===== config.mk =====
export PLATFORM = sky130hd
export DESIGN_NAME = simpletest_driver
export DESIGN_NICKNAME = d
export VERILOG_FILES = /design/src/rtl/simpletest_pkg.sv /design/src/rtl/st_rsp_fifo.sv /design/src/rtl/simpletest_driver.sv
export SDC_FILE = /design/constraint.sdc
export NUM_CORES = 1
export LEC_CHECK = 0
export CORE_UTILIZATION = 50
export CTS_CLUSTER_DIAMETER = 120
export DETAILED_ROUTE_END_ITERATION = 10
export GPL_TIMING_DRIVEN = 1
export MAX_ROUTING_LAYER = met4
export PLACE_DENSITY = 0.76
export REMOVE_ABC_BUFFERS = 1
export SYNTH_ARGS = -nofsm -noshare
export SYNTH_HDL_FRONTEND = slang
export SYNTH_SLANG_ARGS = --single-unit

===== constraint.sdc =====
create_clock -name clk -period 2.8 [get_ports clk]
set_input_delay 0.42 -clock clk [delete_from_list [all_inputs] [get_ports clk]]
set_output_delay 0.42 -clock clk [all_outputs]
set_load 0.01 [all_outputs]

===== src/rtl/simpletest_pkg.sv =====
// Shared types, widths and golden result function for the simpletest datapath interface.
package simpletest_pkg;

    localparam int unsigned DATA_W = 8;
    localparam int unsigned SEL_W  = 2;

    localparam logic [SEL_W-1:0] SEL_SUBMUL = 2'b00;
    localparam logic [SEL_W-1:0] SEL_IDLE   = 2'b11;

    typedef struct packed {
        logic [SEL_W-1:0]  sel;
        logic [DATA_W-1:0] data;
    } rsp_entry_t;

    // Datapath result: (a-b)*(a+a) mod 2^DATA_W for SUBMUL, zero otherwise.
    function automatic logic [DATA_W-1:0] st_ref(input logic [DATA_W-1:0] a,
                                                 input logic [DATA_W-1:0] b,
                                                 input logic [SEL_W-1:0]  sel);
        logic [DATA_W-1:0] diff;
        logic [DATA_W-1:0] sum;
        diff = a - b;
        sum  = a + a;
        if (sel == SEL_SUBMUL) begin
            return diff * sum;
        end
        return '0;
    endfunction

endpackage


===== src/rtl/st_rsp_fifo.sv =====
// First-word-fall-through response FIFO; depth need not be a power of two.
module st_rsp_fifo
    import simpletest_pkg::*;
#(
    parameter  int unsigned DEPTH = 4,
    localparam int unsigned CNT_W = $clog2(DEPTH + 1)
) (
    input  logic             clk,
    input  logic             rst_n,
    input  logic             push_i,
    input  rsp_entry_t       push_data_i,
    input  logic             pop_i,
    output logic             valid_o,
    output rsp_entry_t       head_o,
    output logic [CNT_W-1:0] count_o
);

    localparam int unsigned PTR_W = (DEPTH > 1) ? $clog2(DEPTH) : 1;

    rsp_entry_t       mem_q [DEPTH];
    logic [PTR_W-1:0] wr_ptr_q, wr_ptr_d;
    logic [PTR_W-1:0] rd_ptr_q, rd_ptr_d;
    logic [CNT_W-1:0] cnt_q, cnt_d;
    logic             do_push;
    logic             do_pop;

    function automatic logic [PTR_W-1:0] ptr_inc(input logic [PTR_W-1:0] p);
        return (p == PTR_W'(DEPTH - 1)) ? '0 : p + PTR_W'(1);
    endfunction

    // A pop frees the slot a same-edge push needs when full.
    always_comb begin
        do_pop   = pop_i && (cnt_q != '0);
        do_push  = push_i && ((32'(cnt_q) < DEPTH) || do_pop);
        wr_ptr_d = do_push ? ptr_inc(wr_ptr_q) : wr_ptr_q;
        rd_ptr_d = do_pop  ? ptr_inc(rd_ptr_q) : rd_ptr_q;
        cnt_d    = cnt_q;
        if (do_push && !do_pop) begin
            cnt_d = cnt_q + CNT_W'(1);
        end else if (!do_push && do_pop) begin
            cnt_d = cnt_q - CNT_W'(1);
        end
    end

    always_ff @(posedge clk) begin
        if (!rst_n) begin
            wr_ptr_q <= '0;
            rd_ptr_q <= '0;
            cnt_q    <= '0;
        end else begin
            wr_ptr_q <= wr_ptr_d;
            rd_ptr_q <= rd_ptr_d;
            cnt_q    <= cnt_d;
        end
    end

    always_ff @(posedge clk) begin
        if (do_push) begin
            mem_q[wr_ptr_q] <= push_data_i;
        end
    end

    assign valid_o = (cnt_q != '0);
    assign head_o  = mem_q[rd_ptr_q];
    assign count_o = cnt_q;

endmodule


===== src/rtl/simpletest_driver.sv =====
// Initiator for the simpletest datapath: issues registered operands, tracks results
// through a fixed-latency pipe and returns them via a credit-limited response FIFO.
module simpletest_driver
    import simpletest_pkg::*;
#(
    parameter int unsigned LAT       = 1,
    parameter int unsigned RSP_DEPTH = 4
) (
    input  logic              clk,
    input  logic              rst_n,
    input  logic              req_valid,
    output logic              req_ready,
    input  logic [DATA_W-1:0] req_a,
    input  logic [DATA_W-1:0] req_b,
    input  logic [SEL_W-1:0]  req_sel,
    output logic              dp_rst,
    output logic [SEL_W-1:0]  dp_sel,
    output logic [DATA_W-1:0] dp_in1,
    output logic [DATA_W-1:0] dp_in2,
    input  logic [DATA_W-1:0] dp_out,
    output logic              rsp_valid,
    input  logic              rsp_ready,
    output logic [DATA_W-1:0] rsp_data,
    output logic [SEL_W-1:0]  rsp_sel
);

    localparam int unsigned CNT_W = $clog2(RSP_DEPTH + 1);

    logic                     rst_hold_q;
    logic                     dp_rst_q;
    logic [SEL_W-1:0]         dp_sel_q, dp_sel_d;
    logic [DATA_W-1:0]        dp_in1_q, dp_in1_d;
    logic [DATA_W-1:0]        dp_in2_q, dp_in2_d;
    logic [LAT:0]             pipe_v_q, pipe_v_d;
    logic [LAT:0][SEL_W-1:0]  pipe_sel_q, pipe_sel_d;
    logic [CNT_W-1:0]         inflight_q, inflight_d;
    logic [CNT_W-1:0]         fifo_cnt;
    logic                     accept;
    logic                     capture;
    rsp_entry_t               cap_entry;
    rsp_entry_t               head;

    // Credit covers both in-flight and stored results, so capture never overflows.
    assign req_ready = !dp_rst_q && ((32'(inflight_q) + 32'(fifo_cnt)) < RSP_DEPTH);
    assign accept    = req_valid && req_ready;
    assign capture   = pipe_v_q[LAT];

    always_comb begin
        dp_sel_d      = SEL_IDLE;
        dp_in1_d      = '0;
        dp_in2_d      = '0;
        pipe_v_d      = '0;
        pipe_sel_d    = '0;
        inflight_d    = inflight_q;
        if (accept) begin
            dp_sel_d = req_sel;
            dp_in1_d = req_a;
            dp_in2_d = req_b;
        end
        pipe_v_d[0]   = accept;
        pipe_sel_d[0] = req_sel;
        for (int unsigned k = 1; k <= LAT; k++) begin
            pipe_v_d[k]   = pipe_v_q[k-1];
            pipe_sel_d[k] = pipe_sel_q[k-1];
        end
        if (accept && !capture) begin
            inflight_d = inflight_q + CNT_W'(1);
        end else if (!accept && capture) begin
            inflight_d = inflight_q - CNT_W'(1);
        end
    end

    // dp_rst is held one extra full cycle after rst_n is seen high.
    always_ff @(posedge clk) begin
        if (!rst_n) begin
            rst_hold_q <= 1'b1;
            dp_rst_q   <= 1'b1;
            dp_sel_q   <= SEL_IDLE;
            dp_in1_q   <= '0;
            dp_in2_q   <= '0;
            pipe_v_q   <= '0;
            pipe_sel_q <= '0;
            inflight_q <= '0;
        end else begin
            rst_hold_q <= 1'b0;
            dp_rst_q   <= rst_hold_q;
            dp_sel_q   <= dp_sel_d;
            dp_in1_q   <= dp_in1_d;
            dp_in2_q   <= dp_in2_d;
            pipe_v_q   <= pipe_v_d;
            pipe_sel_q <= pipe_sel_d;
            inflight_q <= inflight_d;
        end
    end

    assign cap_entry.sel  = pipe_sel_q[LAT];
    assign cap_entry.data = dp_out;

    st_rsp_fifo #(
        .DEPTH (RSP_DEPTH)
    ) u_fifo (
        .clk         (clk),
        .rst_n       (rst_n),
        .push_i      (capture),
        .push_data_i (cap_entry),
        .pop_i       (rsp_ready),
        .valid_o     (rsp_valid),
        .head_o      (head),
        .count_o     (fifo_cnt)
    );

    assign dp_rst   = dp_rst_q;
    assign dp_sel   = dp_sel_q;
    assign dp_in1   = dp_in1_q;
    assign dp_in2   = dp_in2_q;
    assign rsp_data = head.data;
    assign rsp_sel  = head.sel;

endmodule


**After elaboration in Yosys (flattened, before gate mapping)**

Memories as Yosys holds them, arrays and structs flattened. A register that Yosys moved wholly into a read port is not among the register bits.
Cells that the tools add are included.

- Bits in registers: 36
- RAM bits: 40
- Bits of input ports: 30
- Output and inout port bits: 31
- Memories kept: 1

- Add/sub/neg operators: 7
- Magnitude comparators: 2
- Equal/unequal tests: 2
- Multiplexer cells: 11
- Reductions and logical operators: 18

Memories:

| memory | words | width | rd ports | clocked after memory_dff | wr ports | line | text |
|---|---|---|---|---|---|---|---|
| u_fifo.mem_q | 4 | 10 | 1 | 1 | 1 | st_rsp_fifo.sv:20 | `rsp_entry_t mem_q [DEPTH];` |

Operators with widths:

| kind | number |
|---|---|
| 2-to-1 mux 3 bit | 4 |
| logical AND 1 bit | 8 |
| 2-to-1 mux 2 bit | 4 |
| adder 3 x 1 -> 3 bit, second input constant | 2 |
| subtractor 3 x 1 -> 3 bit, second input constant | 2 |
| logical NOT 1 bit | 5 |
| adder 2 x 1 -> 2 bit, second input constant | 2 |
| adder 3 x 3 -> 4 bit | 1 |
| equality test 2 bit, second input constant | 2 |
| < comparator 4 x 3 -> 1 bit, second input constant | 1 |
| nonzero test 2 bit | 2 |
| < comparator 3 bit, second input constant | 1 |
| 2-to-1 mux 1 bit | 3 |
| nonzero test 3 bit | 1 |
| AND reduction 2 bit | 1 |
| logical OR 1 bit | 1 |

**Logic depth before layout (Yosys ltp)**

Gate-level depths: netlist of run 1.

- Word-level depth: 8
- Mapped depth: 10

**Cells and area by module**

From an unflattened synthesis of run 1, not the netlist that was laid out.

- Cells, all modules: 175
- Area total of the unflattened synthesis: 2,825.2 µm²

By module, submodules not included:

| module | instances | cells each | area an instance (µm²) |
|---|---|---|---|
| st_rsp_fifo | 1 | 101 | 1,909.3 |
| simpletest_driver | 1 | 74 | 915.9 |

**Least setup slack after synthesis of run 1**

OpenSTA, ideal clock, no wires.

- Path type: register -> register
- Start point: register u_fifo.cnt_q[2] (netlist: u_fifo.count_o[2])
- End point: register inflight_q[2]
- Library setup time: 0.070 ns
- Arrival: 2.636 ns
- Path slack: 0.094 ns
- Stages on the path, launching flop included: 11
- Clock period less this slack: 2.706 ns
- Cell sequence: dfxtp_1 > ha_1 > or4_4 > a31oi_1 > and2_1 > ha_1 > inv_1 > fa_1 > xor2_1 > or3_1 > a21oi_1

- Cells in the longest elaborated chain, start to end: 7
- Elaborated cells between the ends (all ways): 9

RTL lines:

| element | line | text |
|---|---|---|
| from (decl) | st_rsp_fifo.sv:23 | `logic [CNT_W-1:0] cnt_q, cnt_d;` |
| from (signal assigned) | st_rsp_fifo.sv:53 | `cnt_q <= cnt_d;` |
| adder 3 x 3 -> 4 bit (*) | simpletest_driver.sv:44 | `assign req_ready = !dp_rst_q && ((32'(inflight_q) + 32'(fifo_cnt)) < RSP_DEPTH);` |
| < comparator 4 x 3 -> 1 bit (*) | simpletest_driver.sv:44 |  |
| logical AND 1 bit (*) | simpletest_driver.sv:44 |  |
| named net req_ready | simpletest_driver.sv:12 | `output logic req_ready,` |
| logical AND 1 bit (*) | simpletest_driver.sv:45 | `assign accept = req_valid && req_ready;` |
| named net accept | simpletest_driver.sv:38 | `logic accept;` |
| logical NOT 1 bit | simpletest_driver.sv:68 | `end else if (!accept && capture) begin` |
| logical AND 1 bit | simpletest_driver.sv:68 |  |
| nonzero test 2 bit (no source line) | n/a |  |
| to (signal assigned) | simpletest_driver.sv:92 | `inflight_q <= inflight_d;` |
| to (decl) | simpletest_driver.sv:36 | `logic [CNT_W-1:0] inflight_q, inflight_d;` |

The timed path passes the listed nets; every way through them passes the cells marked *.
A chain may end at the register's enable or synchronous reset.

**Worst setup path after layout of run 1**

- Start point: register u_fifo.cnt_q[2] (netlist: u_fifo.count_o[2])
- End point: register inflight_q[2]

- Cells in the longest elaborated chain, start to end: 7
- Elaborated cells between the ends (all ways): 9

RTL lines:

| element | line |
|---|---|
| adder 3 x 3 -> 4 bit (*) | simpletest_driver.sv:44 |
| < comparator 4 x 3 -> 1 bit (*) | simpletest_driver.sv:44 |
| logical AND 1 bit (*) | simpletest_driver.sv:44 |
| logical AND 1 bit (*) | simpletest_driver.sv:45 |
| named net accept | simpletest_driver.sv:38 |
| logical NOT 1 bit | simpletest_driver.sv:68 |
| logical AND 1 bit | simpletest_driver.sv:68 |
| nonzero test 2 bit (no source line) | n/a |

Marked as above.

==> results of run 1 <==
==> worst register-to-register path, stage by stage, from the launching register on <==
cell,delay (ns)
dfxtp_4,0.36
ha_1,0.27
or4_4,0.56
a31oi_4,0.18
and2_4,0.18
ha_4,0.13
inv_1,0.05
fa_2,0.33
xor2_1,0.15
or3_1,0.32
a21oi_2,0.11
==> final cells by class <==
class,instances,area (sq um)
repair buffers,63,623
well taps,70,87.6
flip-flops and latches,78,1970
clock inverters,5,26.3
fillers,381,1580
clock buffers,11,131
inverters,6,22.5
multi-input cells,86,833
==> final timing paths <==
| path | slack (ns) | from | endpoint | cells past startpoint |
|---|---|---|---|---|
| max reg2reg | 0.10 | u_fifo.count_o[2] | inflight_q[2] | 10 |
| max | 0.10 | u_fifo.count_o[2] | inflight_q[2] | 10 |
| min reg2reg | 0.43 | pipe_sel_d[3] | cap_entry[9] | 1 |
| min | 0.43 | pipe_sel_d[3] | cap_entry[9] | 1 |
==> flip-flops by register name, indices dropped and copies added (netlist names), named ones only <==
register	cells
inflight_q	3
u_fifo.count_o	3
u_fifo.mem_q	40
dp_sel	2
u_fifo.rd_ptr_q	2
dp_rst	1
u_fifo.wr_ptr_q	2
cap_entry	2
rst_hold_q	1
dp_in2	8
pipe_sel_d	2
pipe_v_q	2
dp_in1	8
==> through the flow <==
stage / worst slack [ns] / utilization, %
2_1_floorplan: 0.0943 / -
3_3_place_gp: 0.143 / 66.1
3_5_place_dp: 0.0632 / 66.1
4_1_cts: 0.0366 / 69.1
5_1_grt: 0.0277 / 70.0
6_report: 0.103 / 70.0
==> power by group through the flow <==
| stage | logic (W) | clock network, W | registers (W) |
|---|---|---|---|
| floorplan | 0.000252 | 0 | 0.00134 |
| global placement | 0.000494 | 0 | 0.00132 |
| detailed placement | 0.000501 | 0 | 0.00132 |
| CTS | 0.000503 | 0.000706 | 0.00130 |
| global route | 0.000575 | 0.000757 | 0.00131 |
| finish | 0.000520 | 0.000686 | 0.00130 |
==> per-layer routing <==
| metal | up-vias | track usage, % | routed length [um] |
|---|---|---|---|
| met5 | - | - | 0 |
| met4 | 0 | 6.35 | 69 |
| met3 | 8 | 8.10 | 336 |
| met2 | 58 | 25.8 | 2110 |
| met1 | 723 | 20.7 | 2000 |
| li1 | 765 | - | - |
==> cell usage in the layout (no fill, tap or decap), types with 4 or more instances in the layout <==
cell,count
a21oi_1,4
ha_1,8
nor2_1,5
xor2_1,4
clkdlybuf4s50_1,60
or3_1,4
and2_1,25
dfxtp_1,36
inv_1,5
mux4_2,10
clkbuf_8,9
o21ai_0,5
edfxtp_1,40
==> cells by family (layout without fill, tap and decap cells) <==
logic type / after synthesis / count (layout)
DFF: 78 / 78
and+or+nand+nor: 46 / 46
AOI/OAI and AO/OA: 13 / 13
muxes: 12 / 12
adders and majority gates: 11 / 11
buffers and inverters: 10 / 85
xor gates and xnor gates: 4 / 4
==> what timing repair did <==
action / in CTS / in global routing
endpoints found under the setup margin: 0 / 1
gates resized for setup: 0 / 10
buffers inserted: 0 / 1
==> results.md, run 1 <==
- The synthesized netlist devotes 3.21% of its cell area to compound gates.
- For the worst setup path, the data required time is 3.08 ns.
- Compared with the post-synthesis result, the final layout area differs by 31.6%.
- The remaining max-slew budget at the tightest pin is 55.9%.
- The quantity of hold-fixing buffers added after cts is 0.
- Entering global routing, the biggest net connects 20 pins.
- A synthesized cell averages 16.1 sq um.
- The overflow left after global routing is 0.
- Of the available clock period, the critical path in the final layout requires 96.3%.
- The family of cells with the greatest summed delay on the critical path is simple AND/OR/NAND/NOR gates.
- Once detailed placement completed, the half-perimeter wirelength came to 3000 um.
- The final sum of negative setup slack is 0 ns.
- The kind of launch point of the worst setup path is a flip-flop.
- For this run, the slowest stage of the critical path takes 0.56 ns.
- The minimum clock period after layout is 2.70 ns.
- Clock skew on the completed layout was measured at 0.00658 ns.
- Based on the critical path, the design can be clocked at up to 371 MHz.
- The clock buffer count from CTS is 9.
- After Yosys synthesis, full adders, half adders and majority gates account for 5.44% of the synthesized area.
- Traced cell by cell, the critical path runs through ha_1 -> or4_4 -> a31oi_4 -> and2_4 -> ha_4 -> inv_1 -> fa_2 -> xor2_1 -> or3_1 -> a21oi_2.
- Data arrives at the worst endpoint at 2.97 ns.
- The synthesized design contains 40 enable-type register cells.
- Summed over all cells, the static leakage comes to 1.32 nW.
- The internal power is 0.00187 W.
- After the first detailed-routing iteration, the DRC count stood at 96.
- After synthesis, the most frequently instantiated cells are 40 x edfxtp_1, 38 x dfxtp_1, 26 x and2_1.
- Of all cell types, the one taking the most synthesized area is edfxtp_1.
- The tree is rooted in a clkbuf_8.
- The count of input and output buffers is 60.
- The post-place instance area is 3480 sq um.
- The area share of the largest cell type after synthesis is 42.8%.
- The number of placed instances, taps included is 302.
- Power spread over the standard cell area amounts to 679 nW/um^2.
- The die is 76.9 um wide.
- The area enclosed by the die boundary is 5910 sq um.
- In the synthesized netlist the async set-or-reset flop fraction comes to 0%.
- The total buffers and inverters traversed by the critical path is 1.
- Along the worst path, the maximum fanout reaches 6.
- For this block, the via count after detailed routing is 1554.
- The cell with the largest stage delay on the worst path is or4_4.
- Once layout is done, the placed cells without fillers occupy 3690 sq um.
- The clock power share is 27.4%.
- The number of buffers on the longest clock path is 2.
- After detailed routing, the number of remaining DRC violations is 0.
- The all-layer global routing usage is 17.4%.
- In this run, synthesis produced a sequential element count of 78.
- The portion of netlist area occupied by mux cells is 8.74%.
- TritonCTS built the clock tree.
- Across the run, the number of max-cap violations was 0.
- The final wirelength is 4520 um.
- The total clock sinks is 78.
- The prevailing post-synth register cell is edfxtp_1.
- Yosys attributes the largest share of cell area to edfxtp_1 43%, dfxtp_1 27%, mux4_2 8.0%.
- The max-slew violation total from the final report came to 0.
- The number of hold violations in the final report came to 0.
- The transition time at the pin with the least slew margin is 0.662 ns.
- The global-route wire length before repair is 7370 um.
- The share of total power dissipated in combinational logic is 20.8%.
- The reported net switching power is 0.000633 W.
- The final routed wire length divided by cell count is 14.2 um.
- The latest clock arrival within the worst-skew pair is 0.34 ns.
- The finished layout holds 319 standard cells, fillers aside.
- Final hold analysis gives a worst-case slack of 0.432 ns.
- The worst vdd rail ir drop is 0.432 mV.
- The first detailed-routing pass ran for 4 iterations.
- The congestion estimate from routability-driven global placement came to 0.760.
- The height of the die is 76.9 um.
- The total area inside the core boundary comes to 5270 sq um.
- The synthesis warning total is 0.
- After detailed routing, the number of vias per cell comes to 4.87.
- The number of endpoints failing setup at the final stage is 0.
- In this run switching power makes up 25.2% of total power.
- In the final design database the tool counted 285 nets.
- Setup repair after global routing left no endpoint under its margin.
- The combinational family with the most area after synthesis is simple AND/OR/NAND/NOR gates.
- In this run the count of I/O pins placed on the die edge is 61.
- For this configuration, the core starts out at a cell density of 53.2%.
- The number of antenna violations at the first check in global routing is 0.
- Synthesis produced 174 cells.
- In the final layout, the share of cells above drive strength 1 is 14.5%.
- The category of the critical setup timing path is reg -> reg.
- Power comes to 0.00251 W.
- Of the total synthesized cell area, the portion taken by AND, OR, NAND and NOR gates is 9.77%.
- After floorplanning, the core was divided into 26 placement rows.
- The critical path endpoint category is a flip-flop.
- Of the total synthesized cell area, the portion taken by XOR and XNOR cells is 1.25%.
- The path type of the worst min-delay path is reg -> reg.
- The number of global-route vias before repair is 1614.
- The count of nets left with antenna violations once routing finished came out at 0.
- The flow ran to the end, and the final reports show no timing, DRC or antenna violations.
- Of the total power, registers draw 51.9%.
- The part of the Yosys area used for sequential elements is 69.9%.
- The deepest level of the CTS H-tree is 3.
- After synthesis the cells add up to 2810 sq um.
- The clock-pin slew on the worst setup and hold paths is 0.07 ns.
- 0 antenna diodes ended up in the layout.
- Yosys instantiated no cell more often than edfxtp_1.
- Synthesis instantiated 28 different standard cells from the library.
(Power assumes the default switching activity.)
==> inputs of run 2 (changes only) <==
--- a/config.mk
+++ b/config.mk
@@ -5,6 +5,7 @@
 export SDC_FILE = /design/constraint.sdc
 export NUM_CORES = 1
 export LEC_CHECK = 0
+export CAP_MARGIN = 20
 export CORE_UTILIZATION = 50
 export CTS_CLUSTER_DIAMETER = 120
 export DETAILED_ROUTE_END_ITERATION = 10
@@ -12,6 +13,7 @@
 export MAX_ROUTING_LAYER = met4
 export PLACE_DENSITY = 0.76
 export REMOVE_ABC_BUFFERS = 1
+export SETUP_SLACK_MARGIN = 0.15
 export SYNTH_ARGS = -nofsm -noshare
 export SYNTH_HDL_FRONTEND = slang
 export SYNTH_SLANG_ARGS = --single-unit
==> constraint.sdc (replaced) <==
create_clock -name clk -period 2.8 [get_ports clk]
set_input_delay 0.42 -clock clk [delete_from_list [all_inputs] [get_ports clk]]
set_output_delay 0.42 -clock clk [all_outputs]
set_load 0.005 [all_outputs]
==> run 2 against run 1 <==
  * Core utilization increased by 0.40 points
  * Cell count increased by 0.94%
  * Total power about the same
  * Largest cell class unchanged
==> results.md, run 2 (synthesis gave the netlist of run 1 again) <==
- The flow ran to the end, and the final reports show no timing, DRC or antenna violations.
- The final routed wire length divided by cell count is 14.1 um.
- The congestion estimate from routability-driven global placement came to 0.697.
- Of the cells placed in the final design, the portion with a size suffix greater than 1 is 15.9%.
- The top-level I/O count is 61.
- The analysis attributes to net switching a power of 0.000621 W.
- The final sum of negative setup slack is 0 ns.
- The repair_antennas step left the layout with diodes totalling 0.
- The clock tree synthesis step divided the H-tree into 3 levels.
- The number of endpoints failing setup at the final stage is 0.
- In the final design database the tool counted 288 nets.
- The critical path endpoint category is a flip-flop.
- The initial cell density of the core is 53.2%.
- The placement row count is 26.
- The largest single stage delay on the critical path is 0.55 ns.
- Dividing total power by cell area gives a power density of 676 nW/um^2.
- The share of the clock period used by the worst path is 92.2%.
- The clock buffer count from CTS is 9.
- The number of antenna violations at the first check in global routing is 0.
- The maximum number of pins on one net before global-route repair is 20.
- The number of hold violations in the final report is 0.
- The worst hold slack across all endpoints is 0.427 ns.
- The cell with the largest stage delay on the worst path is or4_4.
- The data required time of the critical path is 3.06 ns.
- Detailed placement finished with a half-perimeter wire length of 3040 um.
- At the pin with the least slew margin, the transition time is 0.650 ns.
- Net switching is 24.8% of the power.
- The quantity of hold-fixing buffers added after cts is 0.
- The floorplan step defined a core boundary enclosing 5270 sq um.
- TritonCTS built the clock tree.
- Counting flops per register, the top entry is u_fifo.mem_q.
- Static timing analysis puts the maximum clock frequency at 387 MHz.
- The worst endpoint data arrival time is 2.85 ns.
- Setup repair after global routing could not meet its margin everywhere.
- The all-layer global routing usage is 17.3%.
- The total of fill cells in the finished design is 377.
- The max-slew violation total from the final report is 0.
- The tree is rooted in a clkbuf_8.
- The clock-pin slew on the worst setup and hold paths is 0.07 ns.
- The utilization after layout is 70.4%.
- The internal portion of the total power is 0.00189 W.
- The worst clock skew is 0.00457 ns.
- The number of global-route vias before repair is 1623.
- VDD sags by at most 0.421 mV.
- The starting DRC count in detailed routing is 81.
- The number of buffers on the longest clock path is 2.
- Sequential cells account for 51.9% of the total power.
- The die is 76.9 um tall.
- The flip-flop count of the largest register, all copies and words added is 40.
- The remaining max-slew budget at the tightest pin is 56.7%.
- The final antenna-violating net count is 0.
- The category of the critical setup timing path is reg -> reg.
- The kind of launch point of the worst setup path is a flip-flop.
- Of the total power, the clock network draws 27.5%.
- The synthesis-to-finish area growth is 32.3%.
- The combinational power share is 20.5%.
- The critical path goes through ha_1 -> or4_4 -> a31oi_4 -> and2_4 -> ha_4 -> inv_1 -> fa_2 -> xor2_1 -> or3_1 -> a21oi_1.
- The final wirelength is 4530 um.
- The static power due to leakage is 1.33 nW.
- The count of input and output buffers is 60.
- The total clock sinks is 78.
- The floorplan step defined a die boundary enclosing 5910 sq um.
- The library cells used most frequently in the layout, excluding fill and tap cells, are 60 x clkdlybuf4s50_1, 40 x edfxtp_1, 34 x dfxtp_1.
- The DRC violation count after routing is 0.
- The first TritonRoute pass finished after 4 iterations.
- The most common cell after layout, fill and taps aside is clkdlybuf4s50_1.
- The horizontal die dimension is 76.9 um.
- The average vias per placed instance is 4.89.
- The tool flagged a number of max-cap violations equal to 0.
- The first global-routing pass estimated 7360 um of wire.
- The maximum fanout along the worst path is 3.
- The worst path needs 2.58 ns of the cycle, external delays included.
- The path type of the worst min-delay path is reg -> reg.
- The overflow left after global routing is 0.
- Summing over every cut layer, the via total after detailed routing is 1574.
- Clock latency on the worst-skew pair, taken at its later pin, is 0.34 ns.
-- run 2: cell types whose count changed in the layout (fill, tap and decap cells not counted), sizes merged --
| cell | change |
|---|---|
| buf | +3 |
-- run 2: cell type report --
cell class,count,area (sq um),share of cell area [%]
Multi-Input combinational cell,86,830,22.3
Clock buffer,11,131,3.54
Tap cell,70,87.6,2.36
Sequential cell,78,1970,53.1
Inverter,6,22.5,0.607
Timing Repair Buffer,66,646,17.4
Clock inverter,5,26.3,0.708
-- run 2: power by group through the flow --
stage,Sequential [W],Combinational [W],Clock [W]
2_1_floorplan,0.00134,0.000232,0
3_3_place_gp,0.00133,0.000463,0
3_5_place_dp,0.00133,0.000468,0
4_1_cts,0.00130,0.000505,0.000704
5_1_grt,0.00131,0.000571,0.000752
6_report,0.00130,0.000515,0.000691
-- run 2: per-layer routing --
metal	track usage [%]	up-vias	routed length [um]
met3	5.95	7	320
met4	8.65	0	72
met2	26.2	59	2110
met1	20.5	737	2030
li1	-	771	-
met5	-	-	0
-- run 2: worst paths after layout --
path / from / slack (ns) / depth (start not counted) / end
setup / recovery: inflight_q[2] / 0.22 / 10 / inflight_q[2]
hold reg to reg: rst_hold_q / 0.43 / 1 / dp_rst
hold / removal: rst_hold_q / 0.43 / 1 / dp_rst
setup reg to reg: inflight_q[2] / 0.22 / 10 / inflight_q[2]
-- run 2: repair_timing --
item | 4_1_cts | 5_1_grt
gates resized for setup | 9 | 2
buffers inserted | 2 | 2
endpoints found under the hold margin | 0 | 0
endpoints found under the setup margin | 1 | 3
pin swaps | 3 | 2
-- run 2: worst max-delay path: cells and delay by family (launching register included) --
| family | cells | cell delay (ns) |
|---|---|---|
| buffers and inverters | 1 | 0.05 |
| XOR/XNOR | 1 | 0.16 |
| flip-flops | 1 | 0.33 |
| AND/OR/NAND/NOR | 3 | 1.03 |
| adder cells (fa/ha/maj) | 3 | 0.64 |
| AO/OA/AOI/OAI | 2 | 0.30 |
-- run 2: through the flow --
step | total power (W) | worst slack (ns) | instances | cell area, sq um
floorplan | 0.00157 | 0.189 | 170 | 2780
global placement | 0.00179 | 0.146 | 302 | 3480
detailed placement | 0.00180 | 0.0747 | 302 | 3480
CTS | 0.00251 | 0.150 | 320 | 3690
global route | 0.00263 | 0.130 | 322 | 3710
finish | 0.00251 | 0.219 | 322 | 3710
==> inputs of run 3 (changes only) <==
--- a/config.mk
+++ b/config.mk
@@ -6,12 +6,15 @@
 export NUM_CORES = 1
 export LEC_CHECK = 0
 export CAP_MARGIN = 20
+export CORE_ASPECT_RATIO = 0.9
 export CORE_UTILIZATION = 50
 export CTS_CLUSTER_DIAMETER = 120
+export CTS_CLUSTER_SIZE = 10
 export DETAILED_ROUTE_END_ITERATION = 10
+export DONT_BUFFER_PORTS = 1
 export GPL_TIMING_DRIVEN = 1
 export MAX_ROUTING_LAYER = met4
-export PLACE_DENSITY = 0.76
+export PLACE_DENSITY = 0.62
 export REMOVE_ABC_BUFFERS = 1
 export SETUP_SLACK_MARGIN = 0.15
 export SYNTH_ARGS = -nofsm -noshare
==> run 3 against run 2 <==
  * Total power down 0.98%
  * Maximum frequency down 0.49%
  * Critical path depth unchanged
  * Worst setup slack worse by 0.013 ns
  * Sequential power up 4%
  * Hold slack worse by 0.26 ns
  * Via count down 16%
  * Global-route usage down 0.76 points
  * Die area about the same
  * Core utilization down 11 points
  * Critical path type unchanged
  * Largest cell class unchanged
==> results.md, run 3 (synthesis gave the netlist of run 1 again) <==
- Leaving out fill and tap cells, the most frequent cell in the layout is edfxtp_1.
- The count of input and output buffers is 0.
- TritonCTS built the clock tree.
- In this run, post-CTS hold repair placed 0 buffers.
- Leaving out filler cells and counting taps, the final layout contains 259.
- The worst setup path is captured at a flip-flop.
- The max-slew violation total from the final report is 0.
- Global routing used 16.5% of the available tracks across all layers.
- The largest single stage delay on the critical path is 0.53 ns.
- The total clock sinks is 78.
- The number of antenna violations at the first check in global routing is 0.
- At the placement stage, the worst setup path has a slack of 0.0675 ns.
- Max-cap violations in this run came to 0.
- The kind of launch point of the worst setup path is a flip-flop.
- The total of fill cells in the finished design is 421.
- The first TritonRoute pass finished after 4 iterations.
- The number of buffers on the longest clock path is 2.
- The data required time of the critical path is 3.05 ns.
- For the worst setup path, the data arrival time is 2.85 ns.
- The global-route wire length before repair is 6710 um.
- The signal on the critical path passes through ha_1 -> or4_4 -> a31oi_4 -> and2_4 -> ha_4 -> inv_1 -> fa_2 -> xor2_1 -> or3_1 -> a21oi_1.
- The synthesis-to-finish area growth is 12.8%.
- The category of the critical setup timing path is reg -> reg.
- The placement row count is 25.
- In this run the worst path has a maximum fanout of 2.
- The starting DRC count in detailed routing is 56.
- The run finished with clean final reports.
- Static timing analysis puts the maximum clock frequency at 385 MHz.
- The kind of cell with the highest combined delay along the critical path is simple AND/OR/NAND/NOR gates.
- The switching part of the total is 23.1%.
- The power density normalized to cell area is 785 nW/um^2.
- The clock arrives with 0.00788 ns of skew.
- The final route contains 1328 vias.
- The reported net switching power is 0.000574 W.
- The clock network is responsible for 32.7% of the overall power.
- Clock-pin slew was measured on the worst setup and hold paths at 0.07 ns.
- The DRC violation count after routing is 0.
- Summing all placed instances gives a cell area of 2880 sq um.
- Once detail routing completed, the nets flagged for antenna violations numbered 0.
- The sequential power share is 54.2%.
- The average vias per placed instance is 5.13.
- At the pin with the least slew margin, the transition time is 0.689 ns.
- The height of the die is 73.1 um.
- Entering global routing, the biggest net connects 20 pins.
- The number of endpoints failing setup at the final stage is 0.
- The worst hold slack across all endpoints is 0.168 ns.
- The total buffers and inverters traversed by the critical path is 1.
- Once the floorplan was initialized, standard cells occupied 52.8% of the core.
- The final wirelength is 4140 um.
- The number of global-route vias before repair is 1498.
- The share of the clock period used by the worst path is 92.6%.
- The analysis attributes to cell leakage a power of 1.12 nW.
- The clock buffer count from CTS is 9.
- Dividing the detail-routed wire length by the instance count gives 16.0 um.
- Setup repair after global routing could not meet its margin everywhere.
- The H-tree was split into 3 levels.
- The register with the most flip-flops in the final layout is u_fifo.mem_q.
- During I/O placement, the number of pins put on the boundary was 61.
- At the end of the flow, the number of nets in the layout was 228.
- The fraction of final layout cells with drive strength greater than 1 is 20.8%.
- The sum of net half-perimeters after detailed placement is 2860 um.
- The number of antenna diodes in the final layout is 0.
- The internal power is 0.00191 W.
- The combinational power share is 13.1%.
- The later pin in the worst-skew pair is clocked with a latency of 0.33 ns.
- Once routing completed, OpenROAD measured the worst setup slack at 0.206 ns.
- The worst vdd rail ir drop is 0.422 mV.
- The number of placed instances, taps included is 239.
- Leaving out fill and tap cells, the most frequent cells in the layout are 40 x edfxtp_1, 34 x dfxtp_1, 25 x and2_1.
- Adding up every negative setup slack in the final design gives 0 ns.
- The global placer's final weighted congestion is 0.742.
- The worst pin sits at a relative slew slack of 54.0%.
- The area enclosed by the die boundary is 5910 sq um.
- After routing the design area is 3160 sq um.
- The number of hold violations in the final report came to 0.
- The cell with the largest stage delay on the worst path is or4_4.
- The horizontal die dimension is 81.0 um.
- Clock tree synthesis selected as its root buffer the cell clkbuf_8.
- For this run the aggregate overflow at the end of global routing stands at 0.
- The min-delay analysis places its worst path in the category in -> reg.
- The flip-flop count of the largest register, all copies and words added is 40.
- The minimum clock period after layout is 2.59 ns.
- The core region is 5320 sq um.
run 3: changes by cell type in the layout (fill, tap and decap cells not counted):
| cell | previous run | this run |
|---|---|---|
| clkdlybuf4s50_1 | 60 | 0 |
| clkinv_2 | 3 | 0 |
| clkbuf_1 | 2 | 4 |
| clkbuf_8 | 9 | 11 |
| dfxtp_2 | 3 | 1 |
| dfxtp_4 | 1 | 3 |
| bufinv_16 | 0 | 1 |
| clkinv_1 | 1 | 0 |
| clkinvlp_4 | 1 | 0 |
| ha_1 | 8 | 7 |
| ha_4 | 1 | 2 |
run 3: cell type report:
cell class | count | area, sq um | area share [%]
clock buffer | 15 | 166 | 5.26
clock inverter | 1 | 30.0 | 0.949
inverter | 6 | 22.5 | 0.712
multi-input combinational | 86 | 842 | 26.6
sequential | 78 | 1970 | 62.4
tap | 67 | 83.8 | 2.65
timing repair buffer | 6 | 45.0 | 1.42
run 3: timing repair:
item,CTS,global route
setup endpoints to repair,1,1
pin swaps,3,3
gates resized for setup,9,5
buffers inserted,2,2
run 3: final timing paths:
check	from	to	slack [ns]	cells past startpoint
worst max-delay path	inflight_q[1]	inflight_q[2]	0.21	10
worst min-delay path	rst_n	dp_rst	0.17	1
worst max register to register	inflight_q[1]	inflight_q[2]	0.21	10
worst min register to register	rst_hold_q	dp_rst	0.41	1
run 3: power by group through the flow:
| stage | combinational, W | sequential [W] | clock [W] |
|---|---|---|---|
| CTS | 0.000315 | 0.00135 | 0.000831 |
| global placement | 0.000274 | 0.00136 | 0 |
| floorplan | 0.000232 | 0.00134 | 0 |
| global route | 0.000373 | 0.00136 | 0.000879 |
| finish | 0.000326 | 0.00135 | 0.000812 |
| detailed placement | 0.000289 | 0.00137 | 0 |
run 3: metal layers:
metal / up-vias / routed length, um / GRT usage, % / part of all wire [%]
met1: 626 / 1630 / 16.6 / 39
met4: 0 / 55 / 8.93 / 1.3
met2: 44 / 2190 / 27.8 / 53
met5: - / 0 / - / 0
li1: 650 / - / - / -
met3: 8 / 271 / 6.00 / 6.5
run 3: through the flow:
stage          power, W  util (%)
2_1_floorplan   0.00157         -
3_3_place_gp    0.00163      54.2
3_5_place_dp    0.00165      54.2
4_1_cts         0.00250      59.0
5_1_grt         0.00262      59.5
6_report        0.00248      59.5
